$ cat src/rtl/bin_to_bcd_seq.sv
// bin_to_bcd_seq: sequential double-dabble binary-to-BCD converter that saturates to all-nines on overflow
module bin_to_bcd_seq #(
  parameter int WIDTH  = 8,
  parameter int DIGITS = 3
) (
  input  logic                  clk,
  input  logic                  rst,
  input  logic                  start,
  input  logic [WIDTH-1:0]      bin,
  output logic                  busy,
  output logic                  done,
  output logic [4*DIGITS-1:0]   bcd,
  output logic                  ovf
);
  localparam int CW = WIDTH > 1 ? $clog2(WIDTH) : 1;
  localparam int BW = 4 * DIGITS;
  typedef enum logic [1:0] {IDLE, SHIFT, DONE} state_t;
  state_t state, state_nx;
  logic [WIDTH-1:0] sr;
  logic [BW-1:0] work, adj, work_nx;
  logic [CW-1:0] cnt;
  logic acc, shout, ovf_nx, last, accept;
  for (genvar g = 0; g < DIGITS; g++) begin : g_adj
    assign adj[4*g+:4] = work[4*g+:4] >= 4'd5 ? work[4*g+:4] + 4'd3 : work[4*g+:4];
  end
  assign {shout, work_nx} = {adj, sr[WIDTH-1]};
  assign ovf_nx = acc | shout;
  assign last = cnt == CW'(WIDTH - 1);
  assign accept = state == IDLE && start;
  assign busy = state != IDLE;
  assign done = state == DONE;
  // state register
  always_ff @(posedge clk or posedge rst)
    if (rst) state <= IDLE;
    else state <= state_nx;
  // next state: accept in IDLE, leave SHIFT after the last iteration, DONE lasts one cycle
  always_comb
    state_nx = state == IDLE ? (start ? SHIFT : IDLE) : state == SHIFT ? (last ? DONE : SHIFT) : IDLE;
  // datapath: capture on accept, one adjust-then-shift step per SHIFT cycle, register result on the final step
  always_ff @(posedge clk or posedge rst)
    if (rst) begin
      sr   <= '0;
      work <= '0;
      cnt  <= '0;
      acc  <= 1'b0;
      bcd  <= '0;
      ovf  <= 1'b0;
    end else if (accept) begin
      sr   <= bin;
      work <= '0;
      cnt  <= '0;
      acc  <= 1'b0;
    end else if (state == SHIFT) begin
      sr   <= sr << 1;
      work <= work_nx;
      cnt  <= cnt + 1'b1;
      acc  <= ovf_nx;
      if (last) begin
        bcd <= ovf_nx ? {DIGITS{4'h9}} : work_nx;
        ovf <= ovf_nx;
      end
    end
endmodule

$ cat config.mk
export PLATFORM = sky130hd
export DESIGN_NAME = bin_to_bcd_seq
export DESIGN_NICKNAME = d
export VERILOG_FILES = /design/src/rtl/bin_to_bcd_seq.sv
export SDC_FILE = /design/constraint.sdc
export NUM_CORES = 1
export LEC_CHECK = 0
export ABC_AREA = 1
export BUFFER_PORTS_ARGS = -buffer_cell sky130_fd_sc_hd__clkbuf_2
export CAP_MARGIN = 30
export CORE_MARGIN = 1
export CORE_UTILIZATION = 40
export DETAILED_ROUTE_END_ITERATION = 10
export MAX_ROUTING_LAYER = met4
export PLACE_DENSITY = 0.66
export SYNTH_ARGS = -nofsm -noshare
export SYNTH_HDL_FRONTEND = slang
export SYNTH_SLANG_ARGS = --single-unit
$ cat constraint.sdc
create_clock -name clk -period 1.5 [get_ports clk]
set_input_delay 0.075 -clock clk [delete_from_list [all_inputs] [get_ports clk]]
set_output_delay 0.075 -clock clk [all_outputs]
set_load 0.03 [all_outputs]
==> results by stage, run 1 <==
Outcome:
- The run finished with clean final reports.

Floorplanning:
- The number of rows created at floorplan is 25.
- The die covers 5280 µm².
- In this run the horizontal extent of the chip is 72.6 µm.
- The overall die height is about 73 µm.
- In this run the count of I/O pins placed on the die edge is 26.
- For this configuration, the core starts out at a cell density of a little over two fifths.
- The core region is 4750 µm².

Synthesis:
- The net count of the mapped netlist is 256.
- The number of synthesized register bits is 39.
- The main flop type after synthesis is sky130_fd_sc_hd__dfrtp_1.
- The number of flops mapped to enable cells by yosys is 0.
- The count of synthesis-stage warnings from yosys is 0.
- Sequential elements use 48.9% of the synthesized area.
- Summing the areas of all compound-gate instances in the mapped netlist gives 10.7% of the synthesized area.
- The portion of synthesized cell area occupied by the leading cell type is between 40% and 50%.
- The synthesized netlist devotes 0% of its cell area to XOR and XNOR gates.
- The portion of synthesized area spent on multiplexers is 0%.
- The number of unique standard cell types used by synthesis is 26.
- Ranked by total cell area, the synthesized netlist is headed by sky130_fd_sc_hd__dfrtp_1 49%, sky130_fd_sc_hd__nand2_1 13%, sky130_fd_sc_hd__inv_1 6.4%.
- The number of cells produced by synthesis is 237.
- Sorting the synthesized cells by how often they occur yields 69 x sky130_fd_sc_hd__nand2_1, 39 x sky130_fd_sc_hd__dfrtp_1, 34 x sky130_fd_sc_hd__inv_1.
- In the post-synthesis netlist, the cell with the most instances is sky130_fd_sc_hd__nand2_1.
- The netlist area before placement is 2000 µm².
- The synthesized area divided by synthesized cell count is 8.42 µm².
- After synthesis, the largest family of logic cells by area is simple AND/OR/NAND/NOR gates.
- Of the total synthesized cell area, the portion taken by AND, OR, NAND and NOR gates is 26.2%.
- The adder and majority cell fraction of the synthesized area is 5.02%.
- Summed over all instances, the cell type with the most area after synthesis is sky130_fd_sc_hd__dfrtp_1.
- The proportion of register bits with asynchronous set or reset after synthesis is 100%.

Setup path:
- The cell family contributing the most delay on the critical path is simple AND/OR/NAND/NOR gates.
- Of all nets on the critical path, the largest fanout is 6.
- The number of buffer and inverter instances along the worst setup path is 1.
- The critical path's largest stage delay is 0.39 ns.
- The sort of element at the end of the critical path is a register.
- The required arrival time at the worst endpoint is roughly 1.7 ns.
- On the critical path, the stage with the largest delay is an instance of sky130_fd_sc_hd__dfrtp_1.
- The arrival time of data at the critical path endpoint is 1.63 ns.
- The kind of start point of the critical path is a register.
- The startpoint-to-endpoint class of the critical path is reg2reg.
- Traced cell by cell, the critical path runs through ha_2 > ha_4 > inv_4 > nor2_4 > or2_2 > o21ai_0 > nand2_1.

Detailed routing:
- For this block, the initial DRC count from the detailed router was between 90 and 100.
- The first TritonRoute pass finished after 4 iterations.
- The overall via count from detail_route is 1,685.
- In the routed design, unresolved DRC markers number 0.
- The via count normalized by instance count is ~4.7.
- The total wire length after detailed routing is 4240 µm.
- In this run the remaining antenna-violating nets after routing total 0.
- Dividing the detail-routed wire length by the instance count gives ~12 µm.

STA:
- The post-route minimum period is 1.44 ns.
- Between clock sinks in the finished design, the worst skew comes to 0.00686 ns.
- The final count of pins violating max slew came to 0.
- The final hold violation count is 0.
- For the pin with the worst max-slew slack, the measured transition is between 0.5 and 0.6 ns.
- The setup slack after layout is 0.0623 ns.
- Setup violations remaining at the end of the flow were counted as 0.
- The maximum clock frequency is 0.696 GHz.
- The max-slew headroom at the worst pin is 66.6%.
- The final critical path takes up 95.8% of the cycle.
- The worst hold margin is 0.0105 ns.
- Setup repair after global routing could not meet its margin everywhere.

CTS:
- Clock tree synthesis inserted a total of 5 buffers.
- The clock sink total is 39.
- Clock-pin slew was measured on the worst setup and hold paths at 0.07 ns.
- The clock tree buffer depth is 2.
- The H-tree generated during clock tree synthesis spans 2 levels.
- The clock latency on the worst-skew pair is about 0.30 ns.
- The buffer type at the clock tree root is sky130_fd_sc_hd__clkbuf_8.
- TritonCTS built the clock tree.

Run:
- The number of maximum-capacitance violations is 0.

Place:
- The HPWL after detailed placement is 2870 µm.
- The quantity of I/O buffers inserted on ports is 25.
- The routability-driven placement congestion ratio is between 0.8 and 0.9.
- At the placement stage, the worst setup path has a slack of -0.00527 ns.

Global route:
- For this run, global-route usage on met2 was measured as 27.1%.
- In the global route stage, met3 resource usage came out at 5.11%.
- The total global-route track usage is around 18%.
- The number of global-route vias before repair is between 1.5k and 2k.
- For this run the aggregate overflow at the end of global routing stands at 0.
- Entering global routing, the biggest net connects 40 pins.
- After global routing, the most crowded layer is met2.
- The first global-routing pass estimated approximately 7000 µm of wire.
- For this run, global-route usage on met1 was measured as approximately 23%.
- The number of antenna violations at the first check in global routing was 0.

Layout:
- The share of final-layout standard cells stronger than drive strength 1 is 24.3%.
- The synthesis-to-finish area growth is 23.5%.
- For this run, the post-layout net count is 306.
- The number of fill cells in the layout is 477.
- The count of antenna diodes in the layout is 0.

Pwr:
- Dividing total power by cell area gives a power density of approximately 2200 nW/µm².
- The overall power is 5.54 mW.
- The analysis attributes to cell leakage a power of between 1 and 1.5 nW.
- The worst-case vdd ir drop is 1.23 mV.

Min path:
- The tightest min-delay check is of the in2reg type.
registers in the layout, summed over array words and instances, names as in the netlist:
register / cells
acc: 1
work: 12
cnt: 3
sr: 8
ovf: 1
state: 2
bcd: 12
report_power, final:
group,switching (mW),leakage [nW],internal [mW]
clock,0.362,0.0422,0.326
sequential,0.301,0.473,1.54
combinational,1.91,0.774,1.11
total,2.57,1.29,2.97
stage by stage:
step / std cells / cell area, µm² / TNS (ns) / utilization, %
after floorplan: 237 / 2000 / 0 / -
after global placement: 336 / 2240 / 0 / 47.2
after detailed placement: 336 / 2240 / -0.00727 / 47.2
after CTS: 351 / 2390 / 0 / 50.3
after global routing: 355 / 2460 / -0.0694 / 51.8
final: 355 / 2460 / 0 / 51.8
repair_timing:
| action | 4_1_cts | 5_1_grt |
|---|---|---|
| gates cloned | 0 | 1 |
| pin swaps | 0 | 3 |
| hold buffers | 7 | 0 |
| gates resized for setup | 1 | 14 |
| setup buffers | 0 | 3 |
| endpoints found under the hold margin | 45 | 0 |
| endpoints found under the setup margin | 2 | 13 |
logic make-up after synthesis:
family                   Yosys count
AO/OA/AOI/OAI                     35
adder cells (fa/ha/maj)            8
buffers and inverters             41
flip-flops                        39
AND/OR/NAND/NOR                  114
worst min-delay path: cells and delay by family:
| kind | cells | cell delay [ns] |
|---|---|---|
| AOI/OAI and AO/OA | 1 | 0.08 |
| buffers and inverters | 1 | 0.07 |
| and+or+nand+nor | 1 | 0.04 |
layout by cell type, fill, tap and decap left out, drive strengths merged:
cell / synthesis / layout
nand2: 72 / 72
inv: 37 / 37
a22oi: 1 / 1
ha: 8 / 8
nand4: 8 / 8
o21ai: 19 / 19
dfrtp: 39 / 39
clkinv: 0 / 1
a22o: 2 / 2
nor2: 9 / 10
nand3: 21 / 21
o211ai: 2 / 2
o22ai: 2 / 2
a21boi: 2 / 2
clkbuf: 0 / 32
or2: 4 / 4
dlygate4sd3: 0 / 7
a21oi: 4 / 4
buf: 4 / 14
o221ai: 3 / 3
cell type report:
type                            instances  area (µm²)  share of cell area, %
Tap cell                               67        83.8                   3.40
Multi-Input combinational cell        158         875                   35.5
Timing Repair Buffer                   46         308                   12.5
Inverter                               37         141                   5.74
Sequential cell                        39         976                   39.6
Clock inverter                          1        5.00                  0.203
Clock buffer                            7        76.3                   3.10
layer usage:
layer	share of wire, %	routed length, µm
met5	0	0
met4	0.99	42
met3	3.6	153
met2	48	2030
met1	47	2010
final timing paths:
path	from	endpoint	slack, ns	cells after the start
max in group asynchronous	rst	work[4]$_DFFE_PP0P_	0.73	4
max	cnt[0]$_DFFE_PP0P_	bcd[11]$_DFFE_PP0P_	0.06	7
min in group asynchronous	rst	work[8]$_DFFE_PP0P_	0.42	4
min reg2reg	sr[4]$_DFFE_PP0P_	sr[4]$_DFFE_PP0P_	0.49	2
max reg2reg	cnt[0]$_DFFE_PP0P_	bcd[11]$_DFFE_PP0P_	0.06	7
min	bin[3]	sr[3]$_DFFE_PP0P_	0.01	3
Note: power is estimated with default switching activity, not from simulation.
==> run 2: changes to the inputs <==
--- a/config.mk
+++ b/config.mk
@@ -12,7 +12,7 @@
 export CORE_UTILIZATION = 40
 export DETAILED_ROUTE_END_ITERATION = 10
 export MAX_ROUTING_LAYER = met4
-export PLACE_DENSITY = 0.66
+export PLACE_DENSITY = 0.63
 export SYNTH_ARGS = -nofsm -noshare
 export SYNTH_HDL_FRONTEND = slang
 export SYNTH_SLANG_ARGS = --single-unit
==> results by stage, run 2 (synthesized netlist as in run 1, its figures left out) <==
Floorplanning:
- The overall die height is 72.6 µm.
- In this run the count of I/O pins placed on the die edge is 26.
- The die is 72.6 µm wide.
- The initial core utilization is 42.0%.
- The floorplan step defined a die boundary enclosing 5280 µm².
- The number of rows created at floorplan is 25.
- The core region is 4750 µm².

Detailed routing:
- The via count normalized by instance count is 4.83.
- In this run, the number of DRC markers left after iteration 0 of detailed routing was roughly 100.
- For this block, the via count after detailed routing is 1,677.
- In the routed design, unresolved DRC markers number 0.
- The pre-antenna-repair detailed-routing pass consisted of 4 iterations.
- The detailed-route wire length per cell is 11.7 µm.
- The number of nets with antenna violations after routing is 0.
- The total wire length after detailed routing is 4040 µm.

CTS:
- TritonCTS built the clock tree.
- The clock tree synthesis step divided the H-tree into 2 levels.
- The cell sitting at the root of the clock tree is a sky130_fd_sc_hd__clkbuf_8.
- The clock latency on the worst-skew pair is 0.29 ns.
- The clock drives 39 sinks.
- Clock-pin slew was measured on the worst setup and hold paths at 0.08 ns.
- Buffers inserted during clock tree synthesis total 5.
- The clock tree buffer depth is 2.

Global route:
- The number of global-route vias before repair is 1,571.
- The total global-route track usage is approximately 18%.
- The first global-routing pass estimated 7070 µm of wire.
- The total congestion overflow after global routing is 0.
- The number of antenna violations at the first check in global routing is 0.
- The maximum number of pins on one net before global-route repair is 40.

Place:
- Buffers placed on the I/O ports in this run total 25.
- The routability-driven placement congestion ratio is 0.825.
- At the placement stage, the worst setup path has a slack of -0.000213 ns.
- The HPWL after detailed placement is 2820 µm.

Layout:
- Cells with a size suffix above 1 make up 25.7% of the layout.
- Compared with the post-synthesis result, the final layout area differs by 21.6%.
- 0 antenna diodes ended up in the layout.
- The library cells used most frequently in the layout, excluding fill and tap cells, are 64 x sky130_fd_sc_hd__nand2_1, 39 x sky130_fd_sc_hd__dfrtp_1, 31 x sky130_fd_sc_hd__inv_1.
- The end-of-flow core utilization is 51.1%.
- Leaving out fill and tap cells, the most frequent cell in the layout is sky130_fd_sc_hd__nand2_1.
- At the end of the flow, the number of nets in the layout was ~300.
- The largest registers in the layout are bcd x12, work x12, sr x8.

Setup path:
- The sort of element at the end of the critical path is a register.
- The worst reg-to-reg setup slack is 0.08 ns.
- The arrival time of data at the critical path endpoint is 1.59 ns.
- The required arrival time at the worst endpoint is 1.66 ns.
- The maximum fanout along the worst path is 10.
- STA classifies the critical path startpoint as a register.
- The startpoint identified for the worst register-to-register timing path is cnt[0]$_DFFE_PP0P_.
- The setup path with the least slack is of type reg2reg.
- The startpoint of the most critical setup path is cnt[0]$_DFFE_PP0P_.

Outcome:
- The run finished with clean final reports.

Pwr:
- The worst-case vdd ir drop is between 0.9 and 1 mV.
- The static leakage is 1.28 nW.
- In this run the power density over the cells is 2340 nW/µm².
- After layout, the design draws a total of 5.67 mW.

STA:
- The post-route setup TNS is 0 ns.
- In this run the tightest slew margin relative to its limit is 67.1%.
- The actual transition at the worst max-transition pin is 0.493 ns.
- The final hold violation count came to 0.
- The worst clock skew on the final layout is ~0.0055 ns.
- The count of final setup violators is 0.
- On the final layout, the worst hold slack is 0.000985 ns.
- Derived from the worst setup path, the maximum achievable clock frequency is 0.704 GHz.
- Of the available clock period, the critical path in the final layout requires 94.7%.
- Setup slack on the critical path of the routed design comes to roughly 0.08 ns.
- The final count of pins violating max slew is 0.
- For the finished layout, the period the worst path requires is 1.42 ns.

Min path:
- The startpoint identified for the worst hold timing path is bin[0].
- In this run the worst hold path is classified as in2reg.

Run:
- Max-cap violations in this run came to 0.
-- run 2: final timing paths --
path,endpoint,cells after the start
worst max-delay path,bcd[7]$_DFFE_PP0P_,6
worst min-delay path,sr[0]$_DFFE_PP0P_,3
worst max register to register,bcd[7]$_DFFE_PP0P_,6
worst min register to register,sr[4]$_DFFE_PP0P_,2
max in group asynchronous,sr[6]$_DFFE_PP0P_,4
min in group asynchronous,bcd[6]$_DFFE_PP0P_,4
-- run 2: power breakdown --
group	leakage [nW]	internal, mW	switching [mW]
sequential	0.473	1.54	0.292
clock	0.0612	0.538	0.363
combinational	0.749	1.06	1.88
total	1.28	3.13	2.54
-- run 2: repair_timing --
action	CTS	global route
endpoints found under the hold margin	40	0
gates resized for setup	1	16
endpoints found under the setup margin	1	17
hold buffers	2	0
cloned	0	0
pin swaps	0	2
buffers inserted	0	2
-- run 2: metrics by stage --
| stage | cells | cell area (µm²) |
|---|---|---|
| floorplan | 237 | 2000 |
| global placement | 335 | 2230 |
| detailed placement | 335 | 2230 |
| CTS | 345 | 2370 |
| global route | 347 | 2430 |
| finish | 347 | 2430 |
-- run 2: area by class of cell --
cell class,instances,area (µm²)
Inverter,37,141
Timing Repair Buffer,39,239
Tap cell,67,83.8
Multi-Input combinational cell,157,870
Clock buffer,6,82.6
Sequential cell,39,976
Clock inverter,2,35.0
Fill cell,481,2330
-- run 2: worst max-delay path: stages (launching register included) --
cell                       delay, ns
sky130_fd_sc_hd__dfrtp_1        0.38
sky130_fd_sc_hd__ha_1           0.20
sky130_fd_sc_hd__ha_2           0.17
sky130_fd_sc_hd__inv_2          0.09
sky130_fd_sc_hd__nor2_8         0.07
sky130_fd_sc_hd__or2_2          0.27
sky130_fd_sc_hd__a21boi_0       0.12
-- run 2: per-layer routing --
metal	global-route usage (%)	vias up	routed length [µm]
met5	-	-	0
met4	5.01	0	25
met3	4.42	2	195
met2	26.8	36	1820
met1	24.3	786	2000
li1	-	853	-
==> run 3: changes to the inputs <==
--- a/config.mk
+++ b/config.mk
@@ -8,6 +8,7 @@
 export ABC_AREA = 1
 export BUFFER_PORTS_ARGS = -buffer_cell sky130_fd_sc_hd__clkbuf_2
 export CAP_MARGIN = 30
+export CORE_ASPECT_RATIO = 1.25
 export CORE_MARGIN = 1
 export CORE_UTILIZATION = 40
 export DETAILED_ROUTE_END_ITERATION = 10
==> results by stage, run 3 (synthesized netlist as in run 1, its figures left out) <==
Outcome:
- The flow ran to the end, and the final reports show no timing, DRC or antenna violations.

STA:
- The final count of pins violating max slew came to 0.
- Setup slack on the critical path of the routed design comes to between 0.09 and 0.1 ns.
- Setup violations remaining at the end of the flow were counted as 0.
- The final cycle utilization of the critical path is ~93%.
- The smallest clock period supported by the final layout is computed as 1.40 ns.
- The final hold violation count was 0.
- The worst clock skew on the final layout is 0.00836 ns.
- The max-slew headroom at the worst pin is 67.2%.
- The post-route setup TNS is 0 ns.
- The maximum clock frequency is between 0.7 and 0.8 GHz.
- The actual transition at the worst max-transition pin is 0.492 ns.

Floorplanning:
- The number of rows created at floorplan is 28.
- The full die area is 5280 µm².
- The core region is 4760 µm².
- For this design the top-level I/O count stands at 26.
- The overall die height is slightly above 80 µm.
- The initial utilization of the core area, before any placement, comes to 41.9%.
- Measured along the x axis, the die boundary spans roughly 65 µm.

Pwr:
- The overall power is ~5.7 mW.
- The power per unit of standard cell area is 2270 nW/µm².
- IR analysis of the VDD net gives a maximum drop of 1.00 mV.
- The static leakage is 1.32 nW.

CTS:
- The buffer type at the clock tree root is sky130_fd_sc_hd__clkbuf_8.
- TritonCTS built the clock tree.
- In this run the deepest clock path goes through 2 buffers.
- After clock tree synthesis, the clock-pin slew on the worst setup and hold paths is 0.07 ns.
- The number of clock buffers added by TritonCTS is 5.
- The clock sink total is 39.
- The clock latency on the worst-skew pair is roughly 0.3 ns.
- The clock tree synthesis step divided the H-tree into 2 levels.

Setup path:
- The number of buffers and inverters on the critical path is 1.
- The critical path starts at cnt[0]$_DFFE_PP0P_.
- The maximum fanout along the worst path is 7.
- The worst register-to-register path begins at cnt[0]$_DFFE_PP0P_.
- The number of cells on the worst reg-to-reg path is 7.
- The kind of start point of the critical path is a register.
- Traced cell by cell, the critical path runs through ha_2 > ha_4 > inv_4 > nor2_4 > or2_2 > o21ai_2 > nand2_1.
- The worst setup path is captured at a register.
- The end of the worst register-to-register path is bcd[11]$_DFFE_PP0P_.
- The standard cell with the maximum stage delay on the critical path is sky130_fd_sc_hd__dfrtp_1.
- The critical path's largest stage delay is 0.38 ns.
- Broken down by cell family, the worst path's largest delay share belongs to simple AND/OR/NAND/NOR gates.
- The required arrival time at the worst endpoint is 1.68 ns.
- Data on the critical path arrives at its endpoint at ~1.6 ns.
- The setup check on the worst reg-to-reg path leaves a slack of 0.1 ns.
- The critical path in this run is classified as reg2reg.

Global route:
- Entering global routing, the biggest net connects 40 pins.
- The total congestion overflow after global routing is 0.
- The first global-routing pass estimated 7270 µm of wire.
- The number of global-route vias before repair is 1,653.
- The number of antenna violations at the first check in global routing is 0.
- The total global-route track usage is 18.8%.

Place:
- Summed over all nets, the half-perimeter wirelength after detailed placement is 2980 µm.
- The routability-driven placement congestion ratio is approximately 0.9.
- The quantity of I/O buffers inserted on ports is 25.
- OpenSTA, run right after detailed placement, puts the worst setup slack at -0.0192 ns.
- Once placement completed, the tool counted placed cells totaling 337.

Layout:
- The final non-filler cell total is between 300 and 400.
- In the final layout, the registers with the most flip-flops are bcd x12, work x12, sr x8.
- The synthesis-to-finish area growth is 25.4%.
- The count of nets after finishing is 310.
- The top cell types in the final layout, fill and taps aside, are 62 x sky130_fd_sc_hd__nand2_1, 39 x sky130_fd_sc_hd__dfrtp_1, 31 x sky130_fd_sc_hd__inv_1.
- The most common cell after layout, fill and taps aside is sky130_fd_sc_hd__nand2_1.
- The share of final-layout standard cells stronger than drive strength 1 is roughly 28%.
- The count of antenna diodes in the layout is 0.

Detailed routing:
- For this block, the via count after detailed routing is 1,727.
- Before antenna repair, the detailed router went through 4 iterations.
- In the routed layout, each cell is associated on average with a via count of 4.91.
- After the first detailed-routing iteration, the DRC count stood at 69.
- The total wire length after detailed routing is 4330 µm.
- The detailed-route wire length per cell is around 12 µm.
- The number of nets with antenna violations after routing is 0.
- For this run, design rule violations remaining after detail routing come to 0.

Min path:
- The launch instance of the worst min-delay path is bin[5].
- The worst hold path terminates at sr[5]$_DFFE_PP0P_.
- Counting instances, the worst hold path has a depth of 3.
- The worst min-delay path category is in2reg.

Run:
- The tool flagged a number of max-cap violations equal to 0.
[run 3: worst register-to-register path, cell delays in order (launching register included)]
cell	delay [ns]
sky130_fd_sc_hd__dfrtp_1	0.38
sky130_fd_sc_hd__ha_2	0.20
sky130_fd_sc_hd__ha_4	0.16
sky130_fd_sc_hd__inv_4	0.09
sky130_fd_sc_hd__nor2_4	0.06
sky130_fd_sc_hd__or2_2	0.28
sky130_fd_sc_hd__o21ai_2	0.05
sky130_fd_sc_hd__nand2_1	0.06
[run 3: timing repair]
item                                   in CTS  in global routing
gates resized for setup                     1                 22
buffers inserted                            0                  1
pin swaps                                   0                  7
setup endpoints to repair                   2                 14
cloned                                      0                  1
hold buffers                                5                  0
endpoints found under the hold margin      43                  0
[run 3: where the power goes]
group	switching (mW)	internal, mW	total [mW]
Combinational	1.96	1.21	3.16
Sequential	0.290	1.54	1.83
Clock	0.364	0.326	0.691
Total	2.61	3.07	5.68
[run 3: worst max path at each step]
stage | end | slack, ns | cells after the start
finish | bcd[11]$_DFFE_PP0P_ | 0.1 | 7
global route | bcd[2]$_DFFE_PP0P_ | -0.01 | 9
CTS | bcd[11]$_DFFE_PP0P_ | 0.02 | 7
detailed placement | bcd[11]$_DFFE_PP0P_ | -0.02 | 7
global placement | bcd[11]$_DFFE_PP0P_ | 0.02 | 7
floorplan | bcd[11]$_DFFE_PP0P_ | 0.05 | 7
[run 3: metal layers]
layer | track usage (%) | wire length (µm) | up-vias | part of all wire, %
met5 | - | 0 | - | 0
met3 | 3.37 | 123 | 11 | 2.8
met2 | 31.8 | 2190 | 30 | 51
met4 | 8.26 | 96 | 0 | 2.2
li1 | - | - | 882 | -
met1 | 21.6 | 1920 | 804 | 44
[run 3: layout make-up]
| cell class | count | area, µm² |
|---|---|---|
| clock inverters | 1 | 5.00 |
| fillers | 487 | 2260 |
| inverters | 37 | 144 |
| clock buffers | 7 | 76.3 |
| multi-input cells | 158 | 893 |
| flip-flops and latches | 39 | 976 |
| repair buffers | 50 | 333 |
| well taps | 60 | 75.1 |
[run 3: metrics by stage]
step	instance area, µm²	util (%)	hold slack, ns
final	2500	52.5	0.00555
after global routing	2500	52.5	0.0304
after CTS	2420	50.9	0.00108
after detailed placement	2290	48.1	0.208
after global placement	2290	48.1	0.210
after floorplan	2000	-	0.196
